<file path="config.mk">
export PLATFORM = sky130hd
export DESIGN_NAME = mem_port_arbiter
export DESIGN_NICKNAME = d
export VERILOG_FILES = /design/src/rtl/mem_port_arbiter.sv
export SDC_FILE = /design/constraint.sdc
export NUM_CORES = 1
export LEC_CHECK = 0
export ABC_AREA = 0
export CORE_AREA = 2 2 106 108
export DETAILED_ROUTE_END_ITERATION = 8
export DIE_AREA = 0 0 108 110
export PLACE_DENSITY = 0.72
export SETUP_SLACK_MARGIN = 0.15
export SYNTH_ARGS = -nofsm -noshare
export SYNTH_HDL_FRONTEND = slang
export SYNTH_SLANG_ARGS = --single-unit
</file>
<file path="constraint.sdc">
create_clock -name clk -period 1.82 [get_ports clk]
set_clock_uncertainty 0.05 [all_clocks]
set_input_delay 0.364 -clock clk [delete_from_list [all_inputs] [get_ports clk]]
set_output_delay 0.364 -clock clk [all_outputs]
set_load 0.01 [all_outputs]
</file>
<file path="src/rtl/mem_port_arbiter.sv">
// Two-requester arbiter sharing one single-cycle-latency memory port.
// The data port normally has priority; the fetch port is forced through
// after STARVE_LIMIT consecutive denials. A response tag register routes
// each returning read (or write acknowledge) to the port that was granted.
module mem_port_arbiter #(
    parameter int ADDR_W       = 32,
    parameter int DATA_W       = 32,
    parameter int STARVE_LIMIT = 3
) (
    input  logic                  clk,
    input  logic                  sync_rst,
    input  logic                  clk_en,

    input  logic                  i_req,
    input  logic [ADDR_W-1:0]     i_addr,
    output logic                  i_gnt,
    output logic                  i_rvalid,
    output logic [DATA_W-1:0]     i_rdata,

    input  logic                  d_req,
    input  logic                  d_we,
    input  logic [DATA_W/8-1:0]   d_be,
    input  logic [ADDR_W-1:0]     d_addr,
    input  logic [DATA_W-1:0]     d_wdata,
    output logic                  d_gnt,
    output logic                  d_rvalid,
    output logic [DATA_W-1:0]     d_rdata,

    output logic                  m_req,
    output logic                  m_we,
    output logic [DATA_W/8-1:0]   m_be,
    output logic [ADDR_W-1:0]     m_addr,
    output logic [DATA_W-1:0]     m_wdata,
    input  logic [DATA_W-1:0]     m_rdata
);

    localparam int         BE_W  = DATA_W / 8;
    localparam logic [2:0] LIMIT = 3'(STARVE_LIMIT);

    typedef enum logic [1:0] {
        RSP_NONE = 2'd0,
        RSP_I    = 2'd1,
        RSP_D    = 2'd2
    } rsp_sel_t;

    rsp_sel_t   r_rsp_sel;
    rsp_sel_t   w_rsp_sel_next;
    logic [2:0] r_starve_cnt;
    logic [2:0] w_starve_next;

    logic       w_active;
    logic       w_force_i;
    logic       w_i_gnt;
    logic       w_d_gnt;

    // Grants are suppressed both while disabled and while reset is held.
    assign w_active  = clk_en & sync_rst;
    assign w_force_i = (r_starve_cnt == LIMIT);

    // Per-cycle arbitration: D wins ties unless the fetch port is starving.
    always_comb begin
        w_i_gnt = 1'b0;
        w_d_gnt = 1'b0;
        if (w_active) begin
            if (i_req && (!d_req || w_force_i)) begin
                w_i_gnt = 1'b1;
            end else if (d_req) begin
                w_d_gnt = 1'b1;
            end
        end
    end

    // Starvation counter: counts fetch denials, cleared when fetch is served or idle.
    always_comb begin
        w_starve_next = r_starve_cnt;
        if (w_active) begin
            if (w_i_gnt || !i_req) begin
                w_starve_next = 3'd0;
            end else if (w_d_gnt && (r_starve_cnt != LIMIT)) begin
                w_starve_next = r_starve_cnt + 3'd1;
            end
        end
    end

    // Response tag next state: remember who owns next cycle's memory data.
    always_comb begin
        w_rsp_sel_next = r_rsp_sel;
        if (w_active) begin
            if (w_i_gnt) begin
                w_rsp_sel_next = RSP_I;
            end else if (w_d_gnt) begin
                w_rsp_sel_next = RSP_D;
            end else begin
                w_rsp_sel_next = RSP_NONE;
            end
        end
    end

    // State register; reset discards any pending response.
    always_ff @(posedge clk) begin
        if (!sync_rst) begin
            r_rsp_sel    <= RSP_NONE;
            r_starve_cnt <= 3'd0;
        end else begin
            r_rsp_sel    <= w_rsp_sel_next;
            r_starve_cnt <= w_starve_next;
        end
    end

    // Shared memory port mux; idle port drives zeros.
    always_comb begin
        m_we    = 1'b0;
        m_be    = '0;
        m_addr  = '0;
        m_wdata = '0;
        if (w_i_gnt) begin
            m_be   = {BE_W{1'b1}};
            m_addr = i_addr;
        end else if (w_d_gnt) begin
            m_we    = d_we;
            m_be    = d_be;
            m_addr  = d_addr;
            m_wdata = d_wdata;
        end
    end

    assign i_gnt    = w_i_gnt;
    assign d_gnt    = w_d_gnt;
    assign m_req    = w_i_gnt | w_d_gnt;

    // A pending response is only presented on an enabled, non-reset cycle.
    assign i_rvalid = (r_rsp_sel == RSP_I) & w_active;
    assign d_rvalid = (r_rsp_sel == RSP_D) & w_active;
    assign i_rdata  = m_rdata;
    assign d_rdata  = m_rdata;

endmodule

</file>
# Word level (Yosys, flattened, before mapping)
# Index checks and enable logic that the tools add are counted.
# totals
word_cells	36
out_inout_bits	138
register_bits	5
inputBits	138
# op_classes
bitwise_logic	4
n_mux	17
n_reduce_logical	8
add_sub_neg	1
eq_ne	4
# ops
op	count
$mux 32	4
$mux 4	2
$mux 1	7
$mux 3	2
$mux 2	2
$add 3x1->3 const B	1
$and 1x1->1	3
$eq 3x2->1 const B	1
$ne 3x2->1 const B	1
$eq 2x1->1 const B	1
$eq 2x2->1 const B	1
$logic_and 1x1->1	2
$logic_not 1->1	2
$logic_or 1x1->1	2
$reduce_and 2->1	1
$reduce_bool 2->1	1
$or 1x1->1	1

# Logic depth before layout (Yosys ltp)
# logic_depth
depth_word	8
ltp_mapped	6
depth_no_buf	4

# Least setup slack after synthesis
# No wires, ideal clock.
# synth_path
path_type	flip-flop to output port
from	register r_starve_cnt[0]
to	output m_addr[30]
path_slack_ns	-0.029
path_stages_with_launch	7
arrival_time_ns	1.435
required_ns	1.406
path_buffers	2
cell_sequence	dfxtp_1 > ha_1 > ha_1 > nand2b_1 > buf_2 > buf_6 > a32o_1
# synth_between
elab_chain_len	7
# synth_rtl
element	line	source
from (decl)	48	logic [2:0] r_starve_cnt;
from (signal assigned)	106	r_starve_cnt <= w_starve_next;
$eq 3x2->1 *	58	assign w_force_i = (r_starve_cnt == LIMIT);
$logic_or 1x1->1 *	65	if (i_req && (!d_req || w_force_i)) begin
$logic_and 1x1->1 *	65	
$mux 1	65	
$mux 1	64	if (w_active) begin
$mux 32	119	end else if (w_d_gnt) begin
$mux 32 *	116	if (w_i_gnt) begin
to (decl)	32	output logic [ADDR_W-1:0] m_addr,
# Every way passes the cells marked *; elsewhere a longest branch is shown, timed or not.

# Worst setup path in the final report
# layout_path
from	register r_starve_cnt[1]
to	output m_be[2]
# layout_between
elab_chain_len	7
# layout_rtl
element	line	source
$eq 3x2->1 *	58	
$logic_or 1x1->1 *	65	
$logic_and 1x1->1 *	65	
$mux 1	65	
$mux 1	64	
$mux 4	119	
$mux 4 *	116	
to (decl)	31	output logic [DATA_W/8-1:0] m_be,
# Marks and branches as above.

==> flow_summary.ini <==
[sta]
fmax_mhz = 472
transition_time_at_the_pin_with_the_least_slew_margin_ns = 0.284
setup-tns-final_ns = -14.17
total_count_of_max_transition_violations_in_the_final_report = 0
max-slew-margin-rel_pct = 81.1
finalWorstSetupSlack_ns = -0.297
timing.final.crit_period_ns = 2.12
setup_repair_after_global_routing_missed_its_margin = yes
timing.hold.ws_ns = 0.444
report.final.setup_viol = 72
finalCritPeriodShare_pct = 116
hold_viol_final = 0

[setup_path]
critPathMaxFanout = 6
cp_slowest_stage_delay_ns = 0.33
critical_path.cell_chain = ha_4, ha_4, nand2b_4, buf_12, buf_12, a22o_1, buf_2
cp.arrival_ns = 1.70
timing.critical_path.required_ns = 1.41
worst_setup_path_end_kind = output port
critical_path_class = register to output port
startpoint_type = register
cpMaxStageDelayCell = dfxtp_2

[routing]
viasPerCell = 4.58
wirelength_per_cell_um = 19.2
route.final.wire_length_mm = 9.50
dr.first_iter.drc_count = 145
detailedRoute.firstPassIterationCount = 4
detail-route-antenna-nets = 0
drt_drc_violations_left = 0
routed-via-count = 2268

[grt]
maximum_number_of_pins_on_one_net_before_global_route_repair = 31
grt.overflow.total = 0
wire_length_of_the_first_global_routing_pass_mm = 13.1
grt_util_all_layers_pct = 14.7
via_count_of_the_first_global_routing_pass = 2283
antenna_violations_before_repair = 0

[floorplan]
design.die.area_um2 = 11900
floorplan.io_pins = 276
vert_die_dim_um = 110
die-width_um = 108
coreArea_um2 = 10700
standard_cell_row_count = 38
initial_core_util_pct = 16.3

[logic_synthesis]
number_of_synthesized_register_bits = 5
synth.yosys.seq_area_share_pct = 5.74
post_synth_instance_area_um2 = 1740
synth_cell_types = 21
syn-instance-count = 219
synth_nets = 359
synth.avg_cell_area_um2 = 7.96
count_of_synthesis_stage_warnings_from_yosys = 0

[cells_and_area]
nets = 496
layout_common_cells = clkdlybuf4s50_1, buf_6, a21boi_0, a32o_2, buf_2
final.fill_count = 1063
final_util_pct = 36.1
instances_no_fill = 495
area_growth_pct = 121
most_frequent_standard_cell_in_the_layout_excluding_fill_and_tap_cells = clkdlybuf4s50_1
drive_above_1_share_pct = 50.4
n_diodes = 0

[power]
ir_worst_vdd_mv = 0.101
leak_nw = 1.84
p_total_mw = 0.958
power_density_nw_per_um2 = 248

[placed_design]
placement.io_buffers = 179
dp.cells = 468
dp_hpwl_mm = 6.79
gp_congestion = 0.738

[clock_tree]
worst_skew_pair.late_latency_ns = 0.22
tritoncts = built
clock_sinks = 5
h-tree-depth = 1
cts_buffer_depth = 2
cts-root-buf = clkbuf_8
cts_inserted_buffers = 3
clkSlewWorstSetupHoldPaths_ns = 0.03

[run_status]
failing_checks = setup timing
status = complete, but fails checks

[worst_hold_path]
holdCritPathClass = register to register

[flow_run]
max-cap-violations = 0
worst max-delay path: cells and delay by family (launching register included):
kind	cells	cell delay, ns
buffers and inverters	3	0.41
flip-flops	1	0.33
adder cells (fa/ha/maj)	2	0.33
AND/OR/NAND/NOR	1	0.20
AO/OA/AOI/OAI	1	0.20
flip-flops by register name (all words and copies together) (netlist names):
register,count
r_rsp_sel,2
r_starve_cnt,3
routing by layer:
layer | GRT usage, % | wire, um | share of wire (%) | vias up
li1 | - | - | - | 1038
met1 | 14.2 | 3050 | 32 | 1056
met2 | 29.3 | 5180 | 55 | 132
met3 | 2.53 | 847 | 8.9 | 42
met4 | 8.33 | 427 | 4.5 | 0
met5 | 0 | 0 | 0 | -
final timing paths:
path | startpoint | end | slack [ns] | cells past startpoint
setup / recovery | r_starve_cnt[1] | m_be[2] | -0.30 | 7
hold / removal | r_rsp_sel[1] | r_rsp_sel[1] | 0.44 | 1
setup reg to reg | r_starve_cnt[1] | r_rsp_sel[1] | 0.12 | 9
hold reg to reg | r_rsp_sel[1] | r_rsp_sel[1] | 0.44 | 1
area by class of cell:
class | instances | area, um^2 | share of cell area [%]
flip-flops and latches | 5 | 103 | 2.66
clock buffers | 4 | 45.0 | 1.17
repair buffers | 222 | 2380 | 61.7
multi-input cells | 123 | 1150 | 29.9
well taps | 140 | 175 | 4.54
inverters | 1 | 3.75 | 0.0973
cells by family after synthesis:
kind of cell,after synthesis,synth area share [%]
AND/OR/NAND/NOR,47,17.2
adder cells (fa/ha/maj),2,1.44
AO/OA/AOI/OAI,74,37.6
buffers and inverters,91,38.0
flip-flops,5,5.74
synthesized netlist by cell type, drive strengths merged:
| library cell | count | share of area (%) |
|---|---|---|
| buf | 83 | 36 |
| o31ai | 2 | 1.4 |
| a32o | 32 | 18 |
| nand3b | 3 | 1.3 |
| and3 | 35 | 13 |
| o2bb2ai | 1 | 0.50 |
| dfxtp | 5 | 5.7 |
| nand3 | 1 | 0.29 |
| ha | 2 | 1.4 |
| inv | 1 | 0.22 |
| nand2b | 1 | 0.36 |
| nand2 | 2 | 0.43 |
| nor2b | 1 | 0.36 |
| a21boi | 32 | 14 |
| a22o | 7 | 3.5 |
| and2 | 2 | 0.72 |
| clkbuf | 7 | 1.5 |
| nor3b | 2 | 0.86 |
metrics by stage:
stage,area (um^2),setup slack (ns)
2_1_floorplan,1820,0.129
3_3_place_gp,3360,-0.908
3_5_place_dp,3360,-0.891
4_1_cts,3870,-0.348
5_1_grt,3860,-0.331
6_report,3860,-0.297
report_power, final:
part	internal (mW)	switching, mW
Sequential	0.114	0.00251
Clock	0.150	0.0526
Combinational	0.426	0.213
Total	0.690	0.268
repair_timing:
item,CTS,global route
hold buffers,0,0
endpoints found under the setup margin,74,73
setup buffers,15,0
resized for setup,387,2
cloned,8,0
pin swaps,6,0
Note: power is estimated with default switching activity, not from simulation.
